==> src/rtl/mux_rr_arb.sv <==
// N-channel registered multiplexer with fixed-select or round-robin arbitration.
// Latency: one cycle from input handshake (in_valid & in_ready) to out_valid.
// Backpressure: a held, unconsumed output word (out_ready low) blocks all grants.
module mux_rr_arb #(
    parameter int WIDTH = 4,
    parameter int N     = 4,
    parameter int SELW  = 2
) (
    input  logic                 clk,
    input  logic                 reset,
    input  logic                 mode,
    input  logic [SELW-1:0]      sel,
    input  logic [N*WIDTH-1:0]   in_data,
    input  logic [N-1:0]         in_valid,
    output logic [N-1:0]         in_ready,
    output logic [WIDTH-1:0]     out_data,
    output logic                 out_valid,
    input  logic                 out_ready,
    output logic [SELW-1:0]      out_ch
);

    // N and the last channel index, expressed in the index widths used below
    localparam logic [SELW:0]   N_EXT = (SELW+1)'(N);
    localparam logic [SELW-1:0] LAST  = SELW'(N-1);

    logic [WIDTH-1:0] data_q;
    logic             valid_q;
    logic [SELW-1:0]  ch_q;
    logic [SELW-1:0]  ptr_q;
    logic [SELW-1:0]  ptr_d;

    logic             load_en;
    logic             rr_hit;
    logic [SELW-1:0]  rr_idx;
    logic             fx_ok;
    logic             grant;
    logic [SELW-1:0]  gnt_idx;
    logic [WIDTH-1:0] gnt_word;

    // The output register can take a word when it is empty or being drained now
    assign load_en = !valid_q || out_ready;

    // Round-robin scan starting at ptr; ptr is always below N so one subtract wraps
    always_comb begin
        logic [SELW:0] cand;
        cand   = '0;
        rr_hit = 1'b0;
        rr_idx = '0;
        for (int k = 0; k < N; k++) begin
            cand = {1'b0, ptr_q} + (SELW+1)'(k);
            if (cand >= N_EXT) begin
                cand = cand - N_EXT;
            end
            if (!rr_hit && in_valid[cand[SELW-1:0]]) begin
                rr_hit = 1'b1;
                rr_idx = cand[SELW-1:0];
            end
        end
    end

    // Fixed mode: an out-of-range sel never grants
    assign fx_ok = ({1'b0, sel} < N_EXT) && in_valid[sel];

    // Pick the candidate for the current mode; nothing is granted during reset or stall
    always_comb begin
        gnt_idx = mode ? rr_idx : sel;
        grant   = (mode ? rr_hit : fx_ok) && load_en && !reset;
    end

    // One-hot ready toward the granted producer only
    always_comb begin
        in_ready = '0;
        for (int i = 0; i < N; i++) begin
            in_ready[i] = grant && (gnt_idx == SELW'(i));
        end
    end

    // Select the granted channel's word
    always_comb begin
        gnt_word = '0;
        for (int i = 0; i < N; i++) begin
            if (gnt_idx == SELW'(i)) begin
                gnt_word = in_data[i*WIDTH +: WIDTH];
            end
        end
    end

    // Pointer advances past the winner only on round-robin grants
    always_comb begin
        ptr_d = ptr_q;
        if (grant && mode) begin
            ptr_d = (gnt_idx == LAST) ? '0 : gnt_idx + 1'b1;
        end
    end

    // Output register: load on grant, otherwise drain on out_ready, else hold
    always_ff @(posedge clk or posedge reset) begin
        if (reset) begin
            data_q  <= '0;
            valid_q <= 1'b0;
            ch_q    <= '0;
            ptr_q   <= '0;
        end else begin
            ptr_q <= ptr_d;
            if (grant) begin
                data_q  <= gnt_word;
                ch_q    <= gnt_idx;
                valid_q <= 1'b1;
            end else if (out_ready) begin
                valid_q <= 1'b0;
            end
        end
    end

    // Outputs come straight from the registers and clear with the async reset
    assign out_data  = data_q;
    assign out_valid = valid_q;
    assign out_ch    = ch_q;

endmodule

==> config.mk <==
export PLATFORM = sky130hd
export DESIGN_NAME = mux_rr_arb
export DESIGN_NICKNAME = d
export VERILOG_FILES = /design/src/rtl/mux_rr_arb.sv
export SDC_FILE = /design/constraint.sdc
export NUM_CORES = 1
export LEC_CHECK = 0
export BUFFER_PORTS_ARGS = -buffer_cell sky130_fd_sc_hd__clkbuf_2
export CAP_MARGIN = 0
export CELL_PAD_IN_SITES_DETAIL_PLACEMENT = 1
export CELL_PAD_IN_SITES_GLOBAL_PLACEMENT = 2
export CORE_UTILIZATION = 26
export CTS_BUF_LIST = sky130_fd_sc_hd__clkbuf_4 sky130_fd_sc_hd__clkbuf_8
export DETAILED_ROUTE_END_ITERATION = 6
export PLACE_DENSITY_LB_ADDON = 0.1
export SETUP_SLACK_MARGIN = 0.5
export SLEW_MARGIN = 15
export SYNTH_ARGS = -nofsm -noshare
export SYNTH_HDL_FRONTEND = slang
export SYNTH_SLANG_ARGS = --single-unit
==> constraint.sdc <==
create_clock -name clk -period 3.6 [get_ports clk]
set_input_delay 1.08 -clock clk [delete_from_list [all_inputs] [get_ports clk]]
set_output_delay 1.08 -clock clk [all_outputs]
set_load 0.1 [all_outputs]
# --- Word-level counts from Yosys, hierarchy flattened ---
# Cells that the tools add are included.
totals:
  out_inout_bits: 11
  inputBits: 26
  ff_bits: 9
  wordCells: 73
classes:
  n_reduce_logical: 18
  muxes: 31
  n_eq_ne: 3
  n_addsub: 8
  n_lt_le_gt_ge: 9
op_table:
  columns: ["operator", "count"]
  rows:
  - ["2-bit two-way mux", 10]
  - ["4-bit two-way mux", 4]
  - ["2-bit by 3-bit < comparator with 1-bit output (second input constant)", 5]
  - ["1-bit two-way mux", 12]
  - ["1-bit binary-select mux with 2-bit select", 5]
  - ["1-bit logical AND", 10]
  - ["3-bit >= comparator (second input constant)", 3]
  - ["2-bit by 1-bit subtractor with 2-bit output (second input constant)", 4]
  - ["2-bit by 2-bit adder with 3-bit output (second input constant)", 2]
  - ["1-bit logical NOT", 5]
  - ["2-bit equality test (second input constant)", 2]
  - ["2-bit by 1-bit adder with 3-bit output (second input constant)", 1]
  - ["2-bit by 3-bit >= comparator with 1-bit output (second input constant)", 1]
  - ["2-bit by 1-bit adder with 2-bit output (second input constant)", 1]
  - ["2-bit by 1-bit equality test with 1-bit output (second input constant)", 1]
  - ["2-bit logical NOT", 1]
  - ["2-bit nonzero test", 1]
  - ["1-bit logical OR", 1]

# --- Logic depth before layout (Yosys ltp) ---
# Gate-level depths: netlist of run 1.
logic_depth:
  depth_word: 20
  mapped_depth: 9
  ltp_nobuf: 9

# --- Worst setup path before layout of run 1 ---
# Ideal clock, no wire load.
synth_path:
  path_type: "in2out"
  start: "input port in_valid[1]"
  end: "output port in_ready[3]"
  n_path_buf: 1
  cell_stages: 7
  path_slack_ns: -0.900
  arrival_time_ns: 3.420
  required_time_ns: 2.520
  cell_sequence: "and4bb_2 -> o211ai_1 -> o311a_1 -> ha_1 -> buf_1 -> inv_1 -> nor2_1"
synth_via:
  word_cells_on_any_way: 30
  cone_classes: "eq/ne (1); mux (20); reduce/logical (9)"
synth_lines:
  columns: ["item", "line", "source"]
  rows:
  - ["start, declared", "14", "input logic [N-1:0] in_valid,"]
  - ["1-bit binary-select mux with 2-bit select", "54", "if (!rr_hit && in_valid[cand[SELW-1:0]]) begin"]
  - ["1-bit two-way mux (implied by the code)", "54", null]
  - ["1-bit two-way mux", "54", null]
  - ["1-bit logical NOT", "54", null]
  - ["1-bit logical AND", "54", null]
  - ["1-bit two-way mux", "54", null]
  - ["1-bit logical NOT", "54", null]
  - ["1-bit logical AND", "54", null]
  - ["1-bit two-way mux", "54", null]
  - ["1-bit logical NOT", "54", null]
  - ["1-bit logical AND", "54", null]
  - ["2-bit two-way mux (*)", "54", null]
  - ["2-bit two-way mux (*)", "66", "gnt_idx = mode ? rr_idx : sel;"]
  - ["via gnt_idx[1]", "37", "logic [SELW-1:0] gnt_idx;"]
  - ["2-bit equality test (*)", "74", "in_ready[i] = grant && (gnt_idx == SELW'(i));"]
  - ["1-bit logical AND (*)", "74", null]
  - ["end, declared", "15", "output logic [N-1:0] in_ready,"]
# The timed path passes the listed nets; every way through them passes the cells marked *. The select of a mux whose other input is x is not followed.

# --- Worst setup path after layout of run 1 ---
layout_path:
  start: "input port in_valid[1]"
  end: "output port in_ready[0]"
layout_via:
  word_cells_on_any_way: 30
  cone_classes: "mux (20); reduce/logical (10)"
layout_lines:
  columns: ["item", "line"]
  rows:
  - ["1-bit binary-select mux with 2-bit select", "54"]
  - ["1-bit two-way mux (implied by the code)", "54"]
  - ["1-bit two-way mux", "54"]
  - ["1-bit logical NOT", "54"]
  - ["1-bit logical AND", "54"]
  - ["1-bit two-way mux", "54"]
  - ["1-bit logical NOT", "54"]
  - ["1-bit logical AND", "54"]
  - ["1-bit two-way mux", "54"]
  - ["1-bit logical NOT", "54"]
  - ["1-bit logical AND", "54"]
  - ["2-bit two-way mux (*)", "54"]
  - ["2-bit two-way mux (*)", "66"]
  - ["via gnt_idx[1]", "37"]
  - ["2-bit logical NOT (*)", "74"]
  - ["1-bit logical AND (*)", "74"]
# Marked as above.

==> results of run 1 <==
==> how the worst max path moves through the flow <==
stage / to / slack (ns)
global placement: in_ready[2] / 0.008
detailed placement: in_ready[2] / -0.04
finish: in_ready[0] / 0.11
floorplan: in_ready[3] / -0.03
CTS: in_ready[0] / 0.1
global route: in_ready[3] / 0.04
==> Yosys cell counts (all sizes together), types with 2 or more instances <==
| master | n |
|---|---|
| mux2 | 8 |
| nand2 | 7 |
| mux2i | 3 |
| nand2b | 3 |
| ha | 4 |
| o31ai | 5 |
| a221oi | 4 |
| buf | 2 |
| and4bb | 2 |
| a21oi | 2 |
| dfrtp | 9 |
| inv | 11 |
| nor2 | 10 |
==> power groups by stage <==
stage | logic [mW] | clock network [mW] | registers, mW
after floorplan | 0.207 | 0 | 0.399
after CTS | 0.578 | 0.0859 | 0.178
after global placement | 0.550 | 0 | 0.177
after global routing | 0.643 | 0.0945 | 0.186
final | 0.613 | 0.0837 | 0.178
after detailed placement | 0.554 | 0 | 0.180
==> metal layers <==
layer | share of wire (%) | routed length, µm | global-route usage [%]
met2 | 49 | 1120 | 26.2
met1 | 46 | 1050 | 19.5
met3 | 3.7 | 84 | 1.84
met5 | 0 | 0 | 0
met4 | 0.62 | 14 | 4.18
==> what timing repair did <==
action,CTS,global route
gates resized for setup,9,21
pin swaps,6,17
buffers inserted,2,5
setup endpoints to repair,4,7
cloned,0,0
==> cell families (layout without fill, tap and decap cells) <==
family                   count (synthesis)  in the layout
AO/OA/AOI/OAI                           19             19
adder cells (fa/ha/maj)                  4              4
buffers and inverters                   13             67
flip-flops                               9              9
multiplexers                            11             11
AND/OR/NAND/NOR                         25             25
==> worst reg2reg max path, cell delays in order (launching register included) <==
cell and delay (ns):
dfrtp_1 0.48, and4bb_2 0.29, o211ai_1 0.19, o311a_4 0.29
inv_4 0.06, ha_4 0.16, buf_4 0.12, buf_4 0.12
nor2b_4 0.13, a221oi_2 0.27, o31ai_2 0.10, mux2_4 0.27
==> state kept, by name (all words and copies together), names as in the netlist <==
name	count
out_data	4
out_ch	2
ptr_q	2
out_valid	1
==> cell type report <==
| class | instances | area share, % |
|---|---|---|
| well taps | 31 | 2.73 |
| clock buffers | 4 | 2.11 |
| multi-input cells | 59 | 45.6 |
| flip-flops and latches | 9 | 15.8 |
| repair buffers | 52 | 30.5 |
| inverters | 11 | 3.26 |
==> out/metrics.csv, run 1 <==
metric;value;unit
status;finished clean;
power.density;616;mW/mm²
critPathTopFamily;compound AO/OA/AOI/OAI gates;
grt_overflow;0;
reg2reg_depth;11;
synth_area_leader_cell;dfrtp_1;
netlist-cell-type-count;26;
clockRootBuffer;clkbuf_4;
fin_skew;0.00769;ns
slew_headroom;63.9;%
syn_area;769;µm²
placement.cell_area;0.00119;mm²
whs_path_depth;1;
syn2layout_area_growth;84.7;%
sw_frac_of_total;54.4;%
synth.area.mux_share;18.0;%
holdWs;0.506;ns
htreeDepth;1;
synth_edf_count;0;
hp-start;out_data[2]$_DFFE_PP0P_;
critPathKind;input pin to output pin;
grt_pass1_vias;856;
crit_buf_inv;4;
vias;815;
die_w;56.4;µm
yosysTopAreaCellShare;29.3;%
clock_latency;0.25;ns
hold_viol_final;0;
drt_wl_total;2.27;mm
syn_nets;111;
synthAdderAreaFrac;6.50;%
antenna_cells;0;
p_int;399;µW
cap_viol_max_count;0;
fin_crit_sh;97.0;%
route.detailed.drc;0;
crit_required;2.52;ns
synthTopCellsByArea;dfrtp_1 (29%), mux2_4 (9.8%), ha_1 (6.5%), inv_1 (5.4%), nor2_1 (4.9%);
rrSetupSlack;1.00;ns
ios;37;
ys.flop_type;dfrtp_1;
finalPower;875;µW
seq_area;225;µm²
cp-end-kind;output pin;
dieArea;0.00318;mm²
timing.rr.end;out_data[3]$_DFFE_PP0P_;
ir_drop;0.000588;V
arrival;2.41;ns
stdcell_area;0.00142;mm²
syn_inst;81;
rsz0062_at_grt;yes;
slew_violations;0;
gp_congestion;0.702;
critPathMaxFanout;5;
setup_viol;0;
ys_ff_latch;9;
worst-slew-pin-transition;0.543;ns
setup_ws;0.108;ns
fin_cells;166;
place_ws;-0.0392;ns
post_drt_wl_per_cell;13.7;µm
tns;0;ns
clock-sinks;9;
dr.first_iter.drc_count;8;
syn_avg_cell_area;9.50;µm²
antenna_found_initial;0;
grt_max_degree;12;
multi_input_area;648;µm²
final_common_cell;clkbuf_2;
path_cells;clkbuf_16 -> and4bb_2 -> o311a_4 -> inv_4 -> ha_4 -> inv_2 -> nor2_4 -> buf_12;
cp_num_cells;8;
grt_pass1_wl;3.77;mm
synthXorXnorAreaFrac;0;%
min_to;out_data[2]$_DFFE_PP0P_;
dp.cells;155;
max_freq;286;MHz
synth-compound-area-share;22.0;%
drive_gt1_share;70.4;%
nFillCells;318;
period_needed;3.49;ns
hold_class;register to register;
p_switching;476;µW
core;0.00278;mm²
avgViaCountPerCell;4.91;
p_seq_share;20.4;%
utilization;51.1;%
comb_power_share;70.1;%
cts_buffers;3;
cts_tree;done;
dr.pass1.iters;2;
start_kind;input pin;
p_clk_share;9.6;%
synth_top_family_by_area;compound AO/OA/AOI/OAI gates;
drtAntennaViolNets;0;
num-nets-final;166;
leakagePower;0.675;nW
layout_common_cells;clkbuf_2 (28), buf_4 (15), dfrtp_1 (9), nand2_1 (7), buf_12 (7);
slowest_delay;0.43;ns
cts_hold_buf;0;
cts_max_path_buffers;2;
track_usage;15.0;%
postSynth.asyncResetShare;100;%
cts.reportedPaths.clkPinSlew;0.06;ns
ys_seq_area_share;29.3;%
synth_simple_gate_area_share;16.9;%
std_cell_rows;19;
r2r_start;ptr_q[1]$_DFFE_PP0P_;
fp.dieH;56.4;µm
start_util;27.7;%
startpoint;in_valid[1];
yosysWarningCount;0;
port_buffers;36;
crit_slowest_cell;o311a_4;
hpwl;1.82;mm
Power figures use the tool's default switching activity.
==> run 2: changes to the inputs <==
--- a/config.mk
+++ b/config.mk
@@ -12,7 +12,7 @@
 export CORE_UTILIZATION = 26
 export CTS_BUF_LIST = sky130_fd_sc_hd__clkbuf_4 sky130_fd_sc_hd__clkbuf_8
 export DETAILED_ROUTE_END_ITERATION = 6
-export PLACE_DENSITY_LB_ADDON = 0.1
+export PLACE_DENSITY = 0.85
 export SETUP_SLACK_MARGIN = 0.5
 export SLEW_MARGIN = 15
 export SYNTH_ARGS = -nofsm -noshare
==> run 2 against run 1 <==
Cell area shrank 4.7%. Critical path depth is the same. Critical path type unchanged. Non-clock buffer count shrank 4. Die area is the same. Via count shrank 2.0%. Worst setup slack lost 0.017 ns.
==> out/metrics.csv, run 2 (synthesized netlist as in run 1, its figures left out) <==
metric;value;unit;change
status;finished clean;;
clockRootBuffer;clkbuf_4;;
clock_latency;0.25;ns;about the same
p_seq_share;21.3;%;+0.9 points
rsz0062_at_grt;yes;;
antenna_cells;0;;unchanged
cap_viol_max_count;0;;unchanged
drtAntennaViolNets;0;;unchanged
ir_drop;0.000371;V;-37%
clock-sinks;9;;unchanged
slew_headroom;63.6;%;-0.35 points
worst-slew-pin-transition;0.549;ns;+0.00526 ns
hold_class;register to register;;
slew_violations;0;;unchanged
cts_max_path_buffers;2;;unchanged
dieArea;0.00318;mm²;unchanged
multi_input_area;639;µm²;-1.4%
htreeDepth;1;;unchanged
placement.cell_area;0.00117;mm²;-1.7%
die_w;56.4;µm;unchanged
p_switching;467;µW;-2.0%
drt_wl_total;2.34;mm;+2.9%
fp.dieH;56.4;µm;unchanged
period_needed;3.51;ns;+0.0171 ns
avgViaCountPerCell;4.93;;+0.46%
dr.pass1.iters;4;;+2
hp-start;out_data[0]$_DFFE_PP0P_;;
ios;37;;unchanged
power.density;623;mW/mm²;+1.2%
r2r_start;ptr_q[1]$_DFFE_PP0P_;;
max_freq;285;MHz;-0.49%
finalPower;844;µW;-3.5%
min_to;out_data[0]$_DFFE_PP0P_;;
cts_hold_buf;0;;unchanged
leakagePower;0.633;nW;-6.3%
core;0.00278;mm²;unchanged
comb_power_share;69.1;%;-1.0 points
rrSetupSlack;1.10;ns;+0.10 ns
whs_path_depth;1;;unchanged
critPathMaxFanout;8;;+3
reg2reg_depth;9;;-2
p_clk_share;9.6;%;about the same
grt_pass1_vias;919;;+7.4%
gp_congestion;0.789;;+12%
grt_max_degree;11;;-1
sw_frac_of_total;55.3;%;+0.89 points
nFillCells;312;;-1.9%
hold_viol_final;0;;unchanged
final_common_cell;clkbuf_2;;
seq_area;225;µm²;unchanged
dr.first_iter.drc_count;14;;+6
fin_crit_sh;97.5;%;+0.48 points
cts.reportedPaths.clkPinSlew;0.06;ns;about the same
antenna_found_initial;0;;unchanged
largest_reg_flops;4;;unchanged
route.detailed.drc;0;;unchanged
holdWs;0.511;ns;+0.00493 ns
port_buffers;36;;unchanged
drive_gt1_share;64.9;%;-5.5 points
hpwl;1.85;mm;+1.4%
std_cell_rows;19;;unchanged
setup_viol;0;;unchanged
post_drt_wl_per_cell;14.4;µm;+5.4%
critPathKind;input pin to output pin;;
stdcell_area;0.00136;mm²;-4.7%
cts_tree;done;;
track_usage;16.3;%;+1.3 points
num-nets-final;162;;-2.4%
cts_buffers;3;;unchanged
cp-end-kind;output pin;;
start_util;27.7;%;unchanged
timing.rr.end;out_data[0]$_DFFE_PP0P_;;
vias;799;;-2.0%
fin_skew;0.00427;ns;-0.00342 ns
arrival;2.43;ns;+0.02 ns
crit_required;2.52;ns;about the same
grt_overflow;0;;unchanged
syn2layout_area_growth;76.1;%;
start_kind;input pin;;
p_int;378;µW;-5.4%
grt_pass1_wl;4.04;mm;+7.3%
layout_common_cells;clkbuf_2 (28), buf_4 (12), dfrtp_1 (9), nand2_1 (7);;
utilization;48.7;%;-2.4 points
## run 2: cell types whose count changed in the layout (fill, tap and decap cells not counted), sizes merged
cell    delta
clkbuf     +2
buf        -6
## run 2: worst max-delay path by stage
| stage | start | end | cells past startpoint |
|---|---|---|---|
| 2_1_floorplan | in_valid[2] | in_ready[3] | 7 |
| 3_3_place_gp | in_valid[0] | in_ready[2] | 9 |
| 3_5_place_dp | in_valid[0] | in_ready[2] | 9 |
| 4_1_cts | in_valid[2] | in_ready[3] | 9 |
| 5_1_grt | in_valid[3] | in_ready[3] | 8 |
| 6_report | in_valid[0] | in_ready[3] | 8 |
## run 2: routing by layer
metal  global-route usage [%]  vias up  wire length, µm
met4                     5.23        0               21
li1                         -      393                -
met2                     31.0       30             1280
met3                     2.53        2              133
met5                        0        -                0
met1                     18.4      374              904
## run 2: layout make-up
type | count | share of cell area (%)
multi-input cells | 59 | 47.2
well taps | 31 | 2.86
inverters | 11 | 3.60
repair buffers | 48 | 27.5
clock buffers | 4 | 2.22
flip-flops and latches | 9 | 16.6
## run 2: critical path, stage by stage
cell,delay (ns)
clkbuf_16,0.13
and4bb_2,0.23
o211ai_1,0.21
o311a_4,0.29
ha_4,0.15
inv_2,0.05
nor2_4,0.10
buf_12,0.18
## run 2: power groups by stage
| stage | logic, mW | registers, mW | clock network [mW] |
|---|---|---|---|
| 6_report | 0.584 | 0.180 | 0.0810 |
| 5_1_grt | 0.619 | 0.188 | 0.0920 |
| 4_1_cts | 0.581 | 0.178 | 0.0856 |
| 3_5_place_dp | 0.550 | 0.177 | 0 |
| 3_3_place_gp | 0.541 | 0.176 | 0 |
| 2_1_floorplan | 0.207 | 0.399 | 0 |
## run 2: per-stage QoR
stage | instances | setup slack, ns | TNS [ns]
6_report | 162 | 0.0913 | 0
5_1_grt | 162 | 0.0329 | 0
4_1_cts | 162 | 0.0831 | 0
3_5_place_dp | 154 | -0.0674 | -0.105
3_3_place_gp | 154 | 0.0124 | 0
2_1_floorplan | 81 | -0.0305 | -0.0305
## run 2: repair_timing
action	CTS	global route
buffers inserted	4	0
resized for setup	15	6
endpoints found under the setup margin	4	4
pin swaps	4	6
==> run 3: changes to the inputs <==
--- a/config.mk
+++ b/config.mk
@@ -9,10 +9,10 @@
 export CAP_MARGIN = 0
 export CELL_PAD_IN_SITES_DETAIL_PLACEMENT = 1
 export CELL_PAD_IN_SITES_GLOBAL_PLACEMENT = 2
-export CORE_UTILIZATION = 26
+export CORE_UTILIZATION = 28
 export CTS_BUF_LIST = sky130_fd_sc_hd__clkbuf_4 sky130_fd_sc_hd__clkbuf_8
 export DETAILED_ROUTE_END_ITERATION = 6
-export PLACE_DENSITY = 0.85
+export PLACE_DENSITY = 0.9
 export SETUP_SLACK_MARGIN = 0.5
 export SLEW_MARGIN = 15
 export SYNTH_ARGS = -nofsm -noshare
==> constraint.sdc (replaced) <==
create_clock -name clk -period 4.39 [get_ports clk]
set_input_delay 1.317 -clock clk [delete_from_list [all_inputs] [get_ports clk]]
set_output_delay 1.317 -clock clk [all_outputs]
set_load 0.1 [all_outputs]
==> run 3 against run 2 <==
Cell count up 0.62%. Worst setup slack better by 0.35 ns. Power down 16%. Core utilization up 6.4 points. Clock power down 12%. Flip-flop and latch count unchanged. Critical path depth unchanged. Die area down 6.9%. Clock-buffer cell count unchanged. First-iteration DRC count down 79%. Critical endpoint is now in_ready[2]. Highest routed layer unchanged.
==> out/metrics.csv, run 3 (synthesized netlist as in run 1, its figures left out) <==
metric;value;unit;change
setup_viol;0;;unchanged
rrSetupSlack;1.81;ns;+0.71 ns
fin_crit_sh;90.1;%;
arrival;2.64;ns;+0.21 ns
die_w;54.4;µm;-3.5%
r2r_start;ptr_q[1]$_DFFE_PP0P_;;
dr.pass1.iters;3;;-1
max_freq;253;MHz;
cts_buffers;3;;unchanged
layout_common_cells;clkbuf_2 (27), buf_4 (13), dfrtp_1 (9), nand2_1 (7);;
num-nets-final;164;;+1.2%
cts_max_path_buffers;2;;unchanged
antenna_found_initial;0;;unchanged
port_buffers;36;;unchanged
critPathMaxFanout;8;;unchanged
dieArea;0.00296;mm²;-6.9%
slowest_delay;0.28;ns;about the same
drtAntennaViolNets;0;;unchanged
fin_skew;0.000356;ns;-0.00391 ns
setup_ws;0.436;ns;+0.345 ns
whs_path_depth;1;;unchanged
ios;37;;unchanged
critPathKind;input pin to output pin;;
dr.first_iter.drc_count;3;;-11
grt_pass1_vias;850;;-7.5%
grt_pass1_wl;3.83;mm;-5.3%
cts_hold_buf;0;;unchanged
hold_viol_final;0;;unchanged
dp.cells;148;;-3.9%
vias;790;;-1.1%
start_kind;input pin;;
antenna_cells;0;;unchanged
p_switching;393;µW;-16%
min_to;out_data[0]$_DFFE_PP0P_;;
start_util;30.2;%;+2.6 points
std_cell_rows;18;;-1
final_common_cell;clkbuf_2;;
status;finished clean;;
leakagePower;0.651;nW;+3.0%
utilization;55.1;%;+6.4 points
largest_reg_flops;4;;unchanged
crit_required;3.07;ns;+0.55 ns
cap_viol_max_count;0;;unchanged
slew_violations;0;;unchanged
avgViaCountPerCell;4.85;;-1.7%
gp_congestion;0.710;;-10%
hold_class;register to register;;
hp-start;out_data[0]$_DFFE_PP0P_;;
rsz0062_at_grt;yes;;
fp.dieH;54.4;µm;-3.5%
cts_tree;done;;
cts.reportedPaths.clkPinSlew;0.06;ns;about the same
slew_headroom;63.0;%;-0.53 points
hpwl;1.74;mm;-5.6%
holdWs;0.510;ns;-0.00141 ns
clock_latency;0.26;ns;about the same
htreeDepth;1;;unchanged
reg2reg_depth;10;;+1
ir_drop;0.000300;V;-19%
grt_max_degree;11;;unchanged
cp-end-kind;output pin;;
sw_frac_of_total;55.1;%;-0.16 points
drt_wl_total;2.31;mm;-0.94%
p_clk_share;10.0;%;+0.4 points
worst-slew-pin-transition;0.557;ns;+0.00793 ns
comb_power_share;69.1;%;about the same
period_needed;3.95;ns;
p_seq_share;20.9;%;-0.4 points
power.density;508;mW/mm²;-18%
track_usage;18.0;%;+1.7 points
p_int;320;µW;-15%
crit_slowest_cell;o311a_4;;
drive_gt1_share;68.4;%;+3.5 points
tns;0;ns;unchanged
place_ws;0.205;ns;+0.272 ns
path_cells;clkbuf_16 -> and4bb_2 -> o211ai_1 -> o311a_4 -> ha_4 -> inv_4 -> nor2_4 -> buf_12;;
clock-sinks;9;;unchanged
timing.rr.end;out_data[0]$_DFFE_PP0P_;;
fin_cells;163;;+0.62%
placement.cell_area;0.00113;mm²;-3.3%
stdcell_area;0.00140;mm²;+3.5%
core;0.00254;mm²;-8.5%
grt_overflow;0;;unchanged
route.detailed.drc;0;;unchanged
clockRootBuffer;clkbuf_4;;
finalPower;713;µW;-16%
post_drt_wl_per_cell;14.2;µm;-1.5%
syn2layout_area_growth;82.3;%;
run 3: layer usage:
| metal | GRT usage [%] | vias up | wire (µm) |
|---|---|---|---|
| met4 | 7.69 | 0 | 19 |
| met1 | 23.2 | 363 | 1010 |
| met3 | 1.39 | 2 | 116 |
| met2 | 30.5 | 30 | 1170 |
| met5 | 0 | - | 0 |
| li1 | - | 395 | - |
run 3: layout make-up:
type                    instances  area [µm²]
fillers                       288        1140
multi-input cells              59         657
repair buffers                 50         404
flip-flops and latches          9         225
inverters                      11        48.8
well taps                      30        37.5
clock buffers                   4        30.0
run 3: what timing repair did:
item / in CTS / in global routing
pin swaps: 11 / 14
setup buffers: 9 / 2
resized for setup: 15 / 19
endpoints found under the setup margin: 4 / 4
run 3: how the worst max path moves through the flow:
stage / from / endpoint / slack (ns) / cells after the start
floorplan: in_valid[2] / in_ready[3] / 0.29 / 7
global placement: in_valid[1] / in_ready[3] / 0.27 / 8
detailed placement: in_valid[1] / in_ready[3] / 0.20 / 8
CTS: in_valid[0] / in_ready[2] / 0.38 / 8
global route: in_valid[2] / in_ready[3] / 0.38 / 9
finish: in_valid[0] / in_ready[2] / 0.44 / 8
run 3: power by group through the flow:
stage | Combinational (mW) | Clock [mW] | Sequential, mW
after detailed placement | 0.439 | 0 | 0.146
after CTS | 0.479 | 0.0742 | 0.146
final | 0.493 | 0.0710 | 0.149
after global routing | 0.521 | 0.0777 | 0.156
after floorplan | 0.170 | 0 | 0.328
after global placement | 0.432 | 0 | 0.145
run 3: critical path, delay by kind of cell:
kind	cells	cell delay [ns]
buffers and inverters	3	0.35
adder cells (fa/ha/maj)	1	0.17
AND/OR/NAND/NOR	2	0.32
AO/OA/AOI/OAI	2	0.47
